$ cat config.mk
export PLATFORM = sky130hd
export DESIGN_NAME = ov7670_pixel_capture_flat
export DESIGN_NICKNAME = d
export VERILOG_FILES = /design/src/rtl/ov7670_pixel_capture_if.sv /design/src/rtl/ov7670_pixel_capture.sv /design/src/flat_wrapper.sv
export SDC_FILE = /design/constraint.sdc
export NUM_CORES = 1
export LEC_CHECK = 0
export CAP_MARGIN = 20
export CORE_ASPECT_RATIO = 0.8
export CORE_MARGIN = 4
export CORE_UTILIZATION = 35
export DETAILED_ROUTE_END_ITERATION = 8
export GPL_TIMING_DRIVEN = 0
export PLACE_DENSITY = 0.55
export SLEW_MARGIN = 20
export SYNTH_ARGS = -nofsm -noshare
export SYNTH_HDL_FRONTEND = slang
export SYNTH_SLANG_ARGS = --single-unit
$ cat constraint.sdc
create_clock -name clk -period 3 [get_ports clk]
set_input_delay 0.3 -clock clk [delete_from_list [all_inputs] [get_ports clk]]
set_output_delay 0.3 -clock clk [all_outputs]
set_load 0.02 [all_outputs]
$ cat src/rtl/ov7670_pixel_capture_if.sv
// Pixel stream from the OV7670 capture block to its consumer.
// Valid/ready handshake carrying one assembled pixel plus frame/line tags.
interface ov7670_pixel_capture_if #(
    parameter int PIX_W = 16
) ();
    logic             m_valid;
    logic             m_ready;
    logic [PIX_W-1:0] m_data;
    logic             m_sof;
    logic             m_eol;

    modport master (output m_valid, output m_data, output m_sof, output m_eol, input m_ready);
    modport slave  (input m_valid, input m_data, input m_sof, input m_eol, output m_ready);
endinterface

$ cat src/rtl/ov7670_pixel_capture.sv
// OV7670 parallel bus capture: oversampled in clk, pixels assembled, decimated,
// buffered in a first-word-fall-through FIFO and emitted with sof/eol tags.
module ov7670_pixel_capture #(
    parameter int BYTES_PER_PIXEL = 2,
    parameter int H_ACTIVE        = 320,
    parameter int V_ACTIVE        = 240,
    parameter int DECIM           = 1,
    parameter int FIFO_DEPTH      = 16,
    parameter int SYNC_STAGES     = 2
) (
    input  logic                              clk,
    input  logic                              reset,
    input  logic                              vsync,
    input  logic                              href,
    input  logic                              pclk,
    input  logic [7:0]                        cam_data,
    input  logic                              status_clr,
    ov7670_pixel_capture_if.master            m_axis,
    output logic                              frame_start,
    output logic [15:0]                       frame_count,
    output logic [$clog2(FIFO_DEPTH+1)-1:0]   fifo_level,
    output logic                              overflow,
    output logic                              line_err
);
    localparam int PIX_W = 8 * BYTES_PER_PIXEL;
    localparam int ENT_W = PIX_W + 2;
    localparam int AW    = $clog2(FIFO_DEPTH);
    localparam int LVL_W = $clog2(FIFO_DEPTH + 1);
    localparam int IDX_W = (BYTES_PER_PIXEL > 1) ? $clog2(BYTES_PER_PIXEL) : 1;
    localparam int COL_W = $clog2(H_ACTIVE + 1);
    localparam int ROW_W = $clog2(V_ACTIVE + 1);

    localparam logic [IDX_W-1:0] LAST_IDX  = IDX_W'(BYTES_PER_PIXEL - 1);
    localparam logic [COL_W-1:0] H_LIM     = COL_W'(H_ACTIVE);
    localparam logic [ROW_W-1:0] V_LIM     = ROW_W'(V_ACTIVE);
    localparam logic [COL_W-1:0] EOL_COL   = COL_W'(H_ACTIVE - DECIM);
    localparam logic [COL_W-1:0] COL_MASK  = COL_W'(DECIM - 1);
    localparam logic [ROW_W-1:0] ROW_MASK  = ROW_W'(DECIM - 1);
    localparam logic [LVL_W-1:0] FULL_LVL  = LVL_W'(FIFO_DEPTH);

    typedef struct packed {
        logic       vsync;
        logic       href;
        logic       pclk;
        logic [7:0] data;
    } cam_t;

    // Input synchroniser and edge-detect history
    cam_t sync_q [SYNC_STAGES];
    cam_t sync_d [SYNC_STAGES];
    cam_t cam_s;
    logic pclk_prev_q, href_prev_q, vsync_prev_q;

    // Registered bus events
    logic       strobe_q, strobe_d;
    logic [7:0] byte_q, byte_d;
    logic       href_fall_q, href_fall_d;
    logic       vsync_rise_q, vsync_rise_d;
    logic       href_b_q, href_b_d;

    // Pixel assembly state
    logic             capture_en_q, capture_en_d;
    logic [IDX_W-1:0] byte_idx_q, byte_idx_d;
    logic [COL_W-1:0] col_q, col_d;
    logic [ROW_W-1:0] row_q, row_d;
    logic [PIX_W-1:0] shift_q, shift_d;
    logic [PIX_W-1:0] pix_next;
    logic             sof_arm_q, sof_arm_d;
    logic             keep;
    logic             push_q, push_d;
    logic [ENT_W-1:0] push_ent_q, push_ent_d;
    logic [15:0]      frame_count_q, frame_count_d;
    logic             line_err_set;

    // FIFO and status
    logic [ENT_W-1:0] mem_q [FIFO_DEPTH];
    logic [AW-1:0]    wr_ptr_q, wr_ptr_d, rd_ptr_q, rd_ptr_d;
    logic [LVL_W-1:0] count_q, count_d;
    logic [ENT_W-1:0] last_q, last_d, head;
    logic             full, pop, wr_en, overflow_set;
    logic             overflow_q, overflow_d, line_err_q, line_err_d;

    assign cam_s = sync_q[SYNC_STAGES-1];

    // NOTE: every always_comb assigns defaults first so no path leaves a signal unassigned (no latches).
    always_comb begin
        sync_d[0] = '{vsync: vsync, href: href, pclk: pclk, data: cam_data};
        for (int i = 1; i < SYNC_STAGES; i++) begin
            sync_d[i] = sync_q[i-1];
        end
        strobe_d     = cam_s.pclk & ~pclk_prev_q & cam_s.href & ~cam_s.vsync;
        byte_d       = cam_s.data;
        href_fall_d  = ~cam_s.href & href_prev_q;
        vsync_rise_d = cam_s.vsync & ~vsync_prev_q;
        href_b_d     = cam_s.href;
    end

    always_comb begin
        pix_next = shift_q;
        for (int b = 0; b < BYTES_PER_PIXEL; b++) begin
            if (byte_idx_q == IDX_W'(b)) pix_next[PIX_W-1-8*b -: 8] = byte_q;
        end
        keep = ((col_q & COL_MASK) == '0) && ((row_q & ROW_MASK) == '0) &&
               (col_q < H_LIM) && (row_q < V_LIM);
    end

    // Frame/line bookkeeping; a vsync rise re-arms capture and wins over a coincident href fall.
    always_comb begin
        capture_en_d  = capture_en_q;
        byte_idx_d    = byte_idx_q;
        col_d         = col_q;
        row_d         = row_q;
        shift_d       = shift_q;
        sof_arm_d     = sof_arm_q;
        push_d        = 1'b0;
        push_ent_d    = push_ent_q;
        frame_count_d = frame_count_q;
        line_err_set  = 1'b0;
        if (vsync_rise_q) begin
            line_err_set = href_b_q || (byte_idx_q != '0);
            if (capture_en_q) frame_count_d = frame_count_q + 16'd1;
            capture_en_d = 1'b1;
            byte_idx_d   = '0;
            col_d        = '0;
            row_d        = '0;
            sof_arm_d    = 1'b1;
        end else if (capture_en_q) begin
            if (href_fall_q) begin
                line_err_set = (byte_idx_q != '0);
                byte_idx_d   = '0;
                col_d        = '0;
                if (row_q != V_LIM) row_d = row_q + ROW_W'(1);
            end else if (strobe_q) begin
                shift_d = pix_next;
                if (byte_idx_q == LAST_IDX) begin
                    byte_idx_d = '0;
                    if (keep) begin
                        push_d     = 1'b1;
                        push_ent_d = {sof_arm_q, (col_q == EOL_COL), pix_next};
                        sof_arm_d  = 1'b0;
                    end
                    if (col_q != H_LIM) col_d = col_q + COL_W'(1);
                end else begin
                    byte_idx_d = byte_idx_q + IDX_W'(1);
                end
            end
        end
    end

    // A full FIFO still accepts a push when the head is popped in the same cycle.
    always_comb begin
        m_axis.m_valid = (count_q != '0);
        full           = (count_q == FULL_LVL);
        pop            = m_axis.m_valid & m_axis.m_ready;
        wr_en          = push_q & (~full | pop);
        overflow_set   = push_q & full & ~pop;
        wr_ptr_d       = wr_en ? wr_ptr_q + AW'(1) : wr_ptr_q;
        rd_ptr_d       = pop ? rd_ptr_q + AW'(1) : rd_ptr_q;
        case ({wr_en, pop})
            2'b10:   count_d = count_q + LVL_W'(1);
            2'b01:   count_d = count_q - LVL_W'(1);
            default: count_d = count_q;
        endcase
        last_d     = pop ? mem_q[rd_ptr_q] : last_q;
        head       = m_axis.m_valid ? mem_q[rd_ptr_q] : last_q;
        overflow_d = (overflow_q & ~status_clr) | overflow_set;
        line_err_d = (line_err_q & ~status_clr) | line_err_set;
    end

    // NOTE: state registers use non-blocking assignments so every flop samples pre-edge values.
    always_ff @(posedge clk or negedge reset) begin
        if (!reset) begin
            for (int i = 0; i < SYNC_STAGES; i++) sync_q[i] <= '0;
            pclk_prev_q   <= 1'b0;
            href_prev_q   <= 1'b0;
            vsync_prev_q  <= 1'b0;
            strobe_q      <= 1'b0;
            byte_q        <= '0;
            href_fall_q   <= 1'b0;
            vsync_rise_q  <= 1'b0;
            href_b_q      <= 1'b0;
            capture_en_q  <= 1'b0;
            byte_idx_q    <= '0;
            col_q         <= '0;
            row_q         <= '0;
            shift_q       <= '0;
            sof_arm_q     <= 1'b0;
            push_q        <= 1'b0;
            push_ent_q    <= '0;
            frame_count_q <= '0;
            wr_ptr_q      <= '0;
            rd_ptr_q      <= '0;
            count_q       <= '0;
            last_q        <= '0;
            overflow_q    <= 1'b0;
            line_err_q    <= 1'b0;
        end else begin
            for (int i = 0; i < SYNC_STAGES; i++) sync_q[i] <= sync_d[i];
            pclk_prev_q   <= cam_s.pclk;
            href_prev_q   <= cam_s.href;
            vsync_prev_q  <= cam_s.vsync;
            strobe_q      <= strobe_d;
            byte_q        <= byte_d;
            href_fall_q   <= href_fall_d;
            vsync_rise_q  <= vsync_rise_d;
            href_b_q      <= href_b_d;
            capture_en_q  <= capture_en_d;
            byte_idx_q    <= byte_idx_d;
            col_q         <= col_d;
            row_q         <= row_d;
            shift_q       <= shift_d;
            sof_arm_q     <= sof_arm_d;
            push_q        <= push_d;
            push_ent_q    <= push_ent_d;
            frame_count_q <= frame_count_d;
            wr_ptr_q      <= wr_ptr_d;
            rd_ptr_q      <= rd_ptr_d;
            count_q       <= count_d;
            last_q        <= last_d;
            overflow_q    <= overflow_d;
            line_err_q    <= line_err_d;
        end
    end

    // NOTE: storage has no reset; entries are only read once the pointers say they were written.
    always_ff @(posedge clk) begin
        if (wr_en) mem_q[wr_ptr_q] <= push_ent_q;
    end

    assign m_axis.m_data = head[PIX_W-1:0];
    assign m_axis.m_eol  = head[PIX_W];
    assign m_axis.m_sof  = head[PIX_W+1];
    assign frame_start   = vsync_rise_q;
    assign frame_count   = frame_count_q;
    assign fifo_level    = count_q;
    assign overflow      = overflow_q;
    assign line_err      = line_err_q;
endmodule

$ cat src/flat_wrapper.sv
// flat-port wrapper written by rule: the top's interface ports become plain ports
module ov7670_pixel_capture_flat 
#(
    parameter int BYTES_PER_PIXEL = 2,
    parameter int H_ACTIVE        = 320,
    parameter int V_ACTIVE        = 240,
    parameter int DECIM           = 1,
    parameter int FIFO_DEPTH      = 16,
    parameter int SYNC_STAGES     = 2
)
  (clk, reset, vsync, href, pclk, cam_data, status_clr, frame_start, frame_count, fifo_level, overflow, line_err, m_axis_m_valid, m_axis_m_data, m_axis_m_sof, m_axis_m_eol, m_axis_m_ready);
  ov7670_pixel_capture_if #(.PIX_W(16)) m_axis_i ();
  input  logic clk;
  input  logic reset;
  input  logic vsync;
  input  logic href;
  input  logic pclk;
  input  logic [7:0] cam_data;
  input  logic status_clr;
  output logic frame_start;
  output logic [15:0] frame_count;
  output logic [$clog2(FIFO_DEPTH+1)-1:0] fifo_level;
  output logic overflow;
  output logic line_err;
  output wire logic [$bits(m_axis_i.m_valid)-1:0] m_axis_m_valid;
  output wire logic [$bits(m_axis_i.m_data)-1:0] m_axis_m_data;
  output wire logic [$bits(m_axis_i.m_sof)-1:0] m_axis_m_sof;
  output wire logic [$bits(m_axis_i.m_eol)-1:0] m_axis_m_eol;
  input wire logic [$bits(m_axis_i.m_ready)-1:0] m_axis_m_ready;
  assign m_axis_m_valid = m_axis_i.m_valid;
  assign m_axis_m_data = m_axis_i.m_data;
  assign m_axis_m_sof = m_axis_i.m_sof;
  assign m_axis_m_eol = m_axis_i.m_eol;
  assign m_axis_i.m_ready = m_axis_m_ready;
  ov7670_pixel_capture #(.BYTES_PER_PIXEL(BYTES_PER_PIXEL), .H_ACTIVE(H_ACTIVE), .V_ACTIVE(V_ACTIVE), .DECIM(DECIM), .FIFO_DEPTH(FIFO_DEPTH), .SYNC_STAGES(SYNC_STAGES)) u_core (.clk(clk), .reset(reset), .vsync(vsync), .href(href), .pclk(pclk), .cam_data(cam_data), .status_clr(status_clr), .m_axis(m_axis_i), .frame_start(frame_start), .frame_count(frame_count), .fifo_level(fifo_level), .overflow(overflow), .line_err(line_err));
endmodule
==> flow_metrics.env <==
export IMPL_ant_nets=0
export IMPL_clock_latency_ps=550
export IMPL_relSlewSlack_pct=33.7
export IMPL_leakagePower_nw=7.44
export IMPL_synth_most_common_cell="edfxtp_1"
export IMPL_synthToLayoutAreaGrowth_pct=20.7
export IMPL_synth_top_cell_by_area="edfxtp_1"
export IMPL_dpl_hpwl_mm=22.9
export IMPL_num_io_pins=58
export IMPL_cap_viol_max_count=0
export IMPL_finalSetupViolCount=0
export IMPL_timing_fmax_mhz=343
export IMPL_die_area_sq_mm=0.0509
export IMPL_rsz0062_at_grt="true"
export IMPL_start_util_pct=35.3
export IMPL_route_vias_total=8548
export IMPL_ys_types=51
export IMPL_finalClockSkew_ps=18.7
export IMPL_cts_inserted_buffers=42
export IMPL_via_per_inst=4.97
export IMPL_wl_per_cell_um=20.6
export IMPL_drtIter0Drc=732
export IMPL_path_clk_slew_ps=60
export IMPL_cp_start_kind="flip-flop"
export IMPL_cts_sinks=420
export IMPL_grt_remaining_overflow=0
export IMPL_firstDrtPassIters=4
export IMPL_wirelength_mm=35.4
export IMPL_ys_flop_type="edfxtp_1"
export IMPL_slowest_delay_ps=560
export IMPL_path_cells="buf_6, or4_4, o31a_1, buf_6, inv_2, ha_4, clkbuf_8, xor2_1, ha_2, o211a_1, o41ai_1, nor4b_2"
export IMPL_cts_htree_levels=2
export IMPL_arrival_ps=3320
export IMPL_ir_drop_mv=0.495
export IMPL_cp_required_ps=3410
export IMPL_hold_viol=0
export IMPL_fillers=4152
export IMPL_grt_max_degree=76
export IMPL_antenna_cells=0
export IMPL_num_nets_final=1095
export IMPL_min_period_over_period_pct=97.2
export IMPL_yosysSeqAreaShare_pct=72.2
export IMPL_fp_row_count=71
export IMPL_cts_path_max_buffers=3
export IMPL_yosysWarnings=0
export IMPL_synthTopCellsByCount="288 x edfxtp_1, 132 x dfrtp_1, 72 x mux4_2"
export IMPL_path_max_fanout=9
export IMPL_fp_dieH_um=203
export IMPL_io_buffers=57
export IMPL_cts_root_buf="clkbuf_16"
export IMPL_fp_dieW_um=251
export IMPL_syn_num_nets=961
export IMPL_cts_tree="built"
export IMPL_min_path_type="in -> reg"
export IMPL_min_period_ps=2920
export IMPL_synthTopCellsByArea="edfxtp_1 52%, dfrtp_1 20%, mux4_2 9.8%"
export IMPL_route_detailed_drc=0
export IMPL_core_sq_mm=0.0469
export IMPL_power_total_mw=17.3
export IMPL_grt_usage_pct=13.9
export IMPL_synth_area_sq_mm=0.0166
export IMPL_final_max_slew_viol_count=0
export IMPL_grt_antenna_before_repair=0
export IMPL_yosysTopAreaCellShare_pct=52.2
export IMPL_crit_slowest_cell="or4_4"
export IMPL_crit_top_cell="buf_6"
export IMPL_outcome="finished, final reports clean"
export IMPL_place_gp_congestion=0.760
export IMPL_tightest_slew_ps=986
export IMPL_end_kind="flip-flop"
export IMPL_ys_ff_latch=420
export IMPL_synth_cells=932
export IMPL_drive_gt1_share_pct=28.8
export IMPL_avgSynthCellArea_sq_um=17.8
export IMPL_grt_pass1_vias=8700
export IMPL_async_flop_share_pct=31.4
export IMPL_power_density_mw_per_mm2=865
export IMPL_post_route_util_pct=42.6
export IMPL_critPathKind="reg -> reg"
export IMPL_grt_first_pass_wirelength_mm=54.2
export IMPL_synth_edf_count=288
flip-flops by register name, indices dropped and copies added, names as in the netlist, 5 cells and up:
name                count
u_core.shift_q          8
u_core.fifo_level       5
u_core.last_q          18
u_core.byte_q           8
u_core.col_q            9
u_core.mem_q          288
u_core.push_ent_q      18
u_core.frame_count     16
u_core.byte_d           8
u_core.sync_d          11
u_core.row_q            8
logic make-up (layout without fill, tap and decap cells):
group | after synthesis | in the layout | synth area share [%]
buffers and inverters | 65 | 233 | 2.07
AO/OA/AOI/OAI | 74 | 74 | 2.52
adder cells (fa/ha/maj) | 14 | 14 | 1.06
multiplexers | 163 | 163 | 15.7
XOR/XNOR | 27 | 27 | 1.43
AND/OR/NAND/NOR | 169 | 169 | 5.09
flip-flops | 420 | 420 | 72.2
area by class of cell:
| type | count | area (sq um) | share of cell area, % |
|---|---|---|---|
| inverters | 21 | 78.8 | 0.394 |
| repair buffers | 92 | 866 | 4.33 |
| multi-input cells | 447 | 4600 | 23.0 |
| plain buffers | 42 | 390 | 1.95 |
| flip-flops and latches | 420 | 12000 | 59.8 |
| well taps | 620 | 776 | 3.88 |
| clock inverters | 18 | 145 | 0.726 |
| clock buffers | 60 | 1180 | 5.92 |
layer usage:
layer | vias to the layer above | track usage [%] | part of all wire (%)
li1 | 3856 | - | -
met1 | 4486 | 20.9 | 49
met2 | 159 | 20.8 | 44
met3 | 47 | 3.25 | 5.4
met4 | 0 | 2.89 | 1.5
met5 | - | 0 | 0
worst paths after layout:
path                                                   from                                to  slack, ps  cells past startpoint
max                        u_core.fifo_level[1]$_DFFE_PN0P_  u_core.fifo_level[4]$_DFFE_PN0P_         80                     12
min                                             cam_data[7]        u_core.sync_d[7]$_DFF_PN0_        190                      1
max reg2reg                u_core.fifo_level[1]$_DFFE_PN0P_  u_core.fifo_level[4]$_DFFE_PN0P_         80                     12
min reg2reg                      u_core.sync_d[1]$_DFF_PN0_        u_core.byte_d[1]$_DFF_PN0_        340                      0
max in group asynchronous                             reset    u_core.rd_ptr_q[0]$_DFFE_PN0P_       1950                      3
min in group asynchronous                             reset        u_core.sync_d[9]$_DFF_PN0_        270                      2
where the power goes:
group	switching, mW	internal (mW)
Combinational	2.71	2.64
Clock	2.19	2.86
Sequential	0.333	6.55
worst max-delay path, delay by kind of cell (launching register included):
kind            cells  cell delay (ps)
flops               1              410
compound gates      3              860
xor+xnor            1               60
buf+inv             4              500
fa+ha+maj           2              320
simple gates        2              650
metrics by stage:
step                std cells  setup TNS (ps)  hold slack (ps)  setup slack, ps  area [sq um]
detailed placement       1627           -3090              258             -273         18200
floorplan                 932               0             4.41             10.6         16600
CTS                      1713           -7.87              156            -3.66         19900
finish                   1720               0              194             82.6         20000
global route             1720           -81.6              170            -50.3         20000
global placement         1609         -703960              334            -4620         17900
layout by cell type, fill, tap and decap left out, types with 5 or more instances in the layout:
cell type / n
clkdlybuf4s50_1: 37
ha_1: 12
xnor2_1: 16
nand2_1: 63
xor2_1: 11
clkinv_2: 9
nor2b_1: 6
mux2_4: 13
nand3_1: 12
clkbuf_2: 9
nand2b_1: 9
buf_4: 35
buf_6: 15
mux2i_1: 27
nand4_1: 7
clkbuf_1: 19
clkbuf_16: 46
buf_2: 13
a21oi_1: 12
mux2i_4: 13
clkbuf_8: 6
nor2_4: 5
nor2_1: 20
dfrtp_1: 130
edfxtp_1: 288
mux2_2: 36
mux4_2: 72
o21ai_0: 41
nor3_1: 5
inv_1: 20
nor2_2: 8
repair_timing:
item,CTS,global route
hold endpoints to repair,57,0
resized for setup,112,63
endpoints found under the setup margin,21,21
hold buffers,1,0
pin swaps,7,4
gates cloned,0,3
setup buffers,8,5
Note: power is estimated with default switching activity, not from simulation.
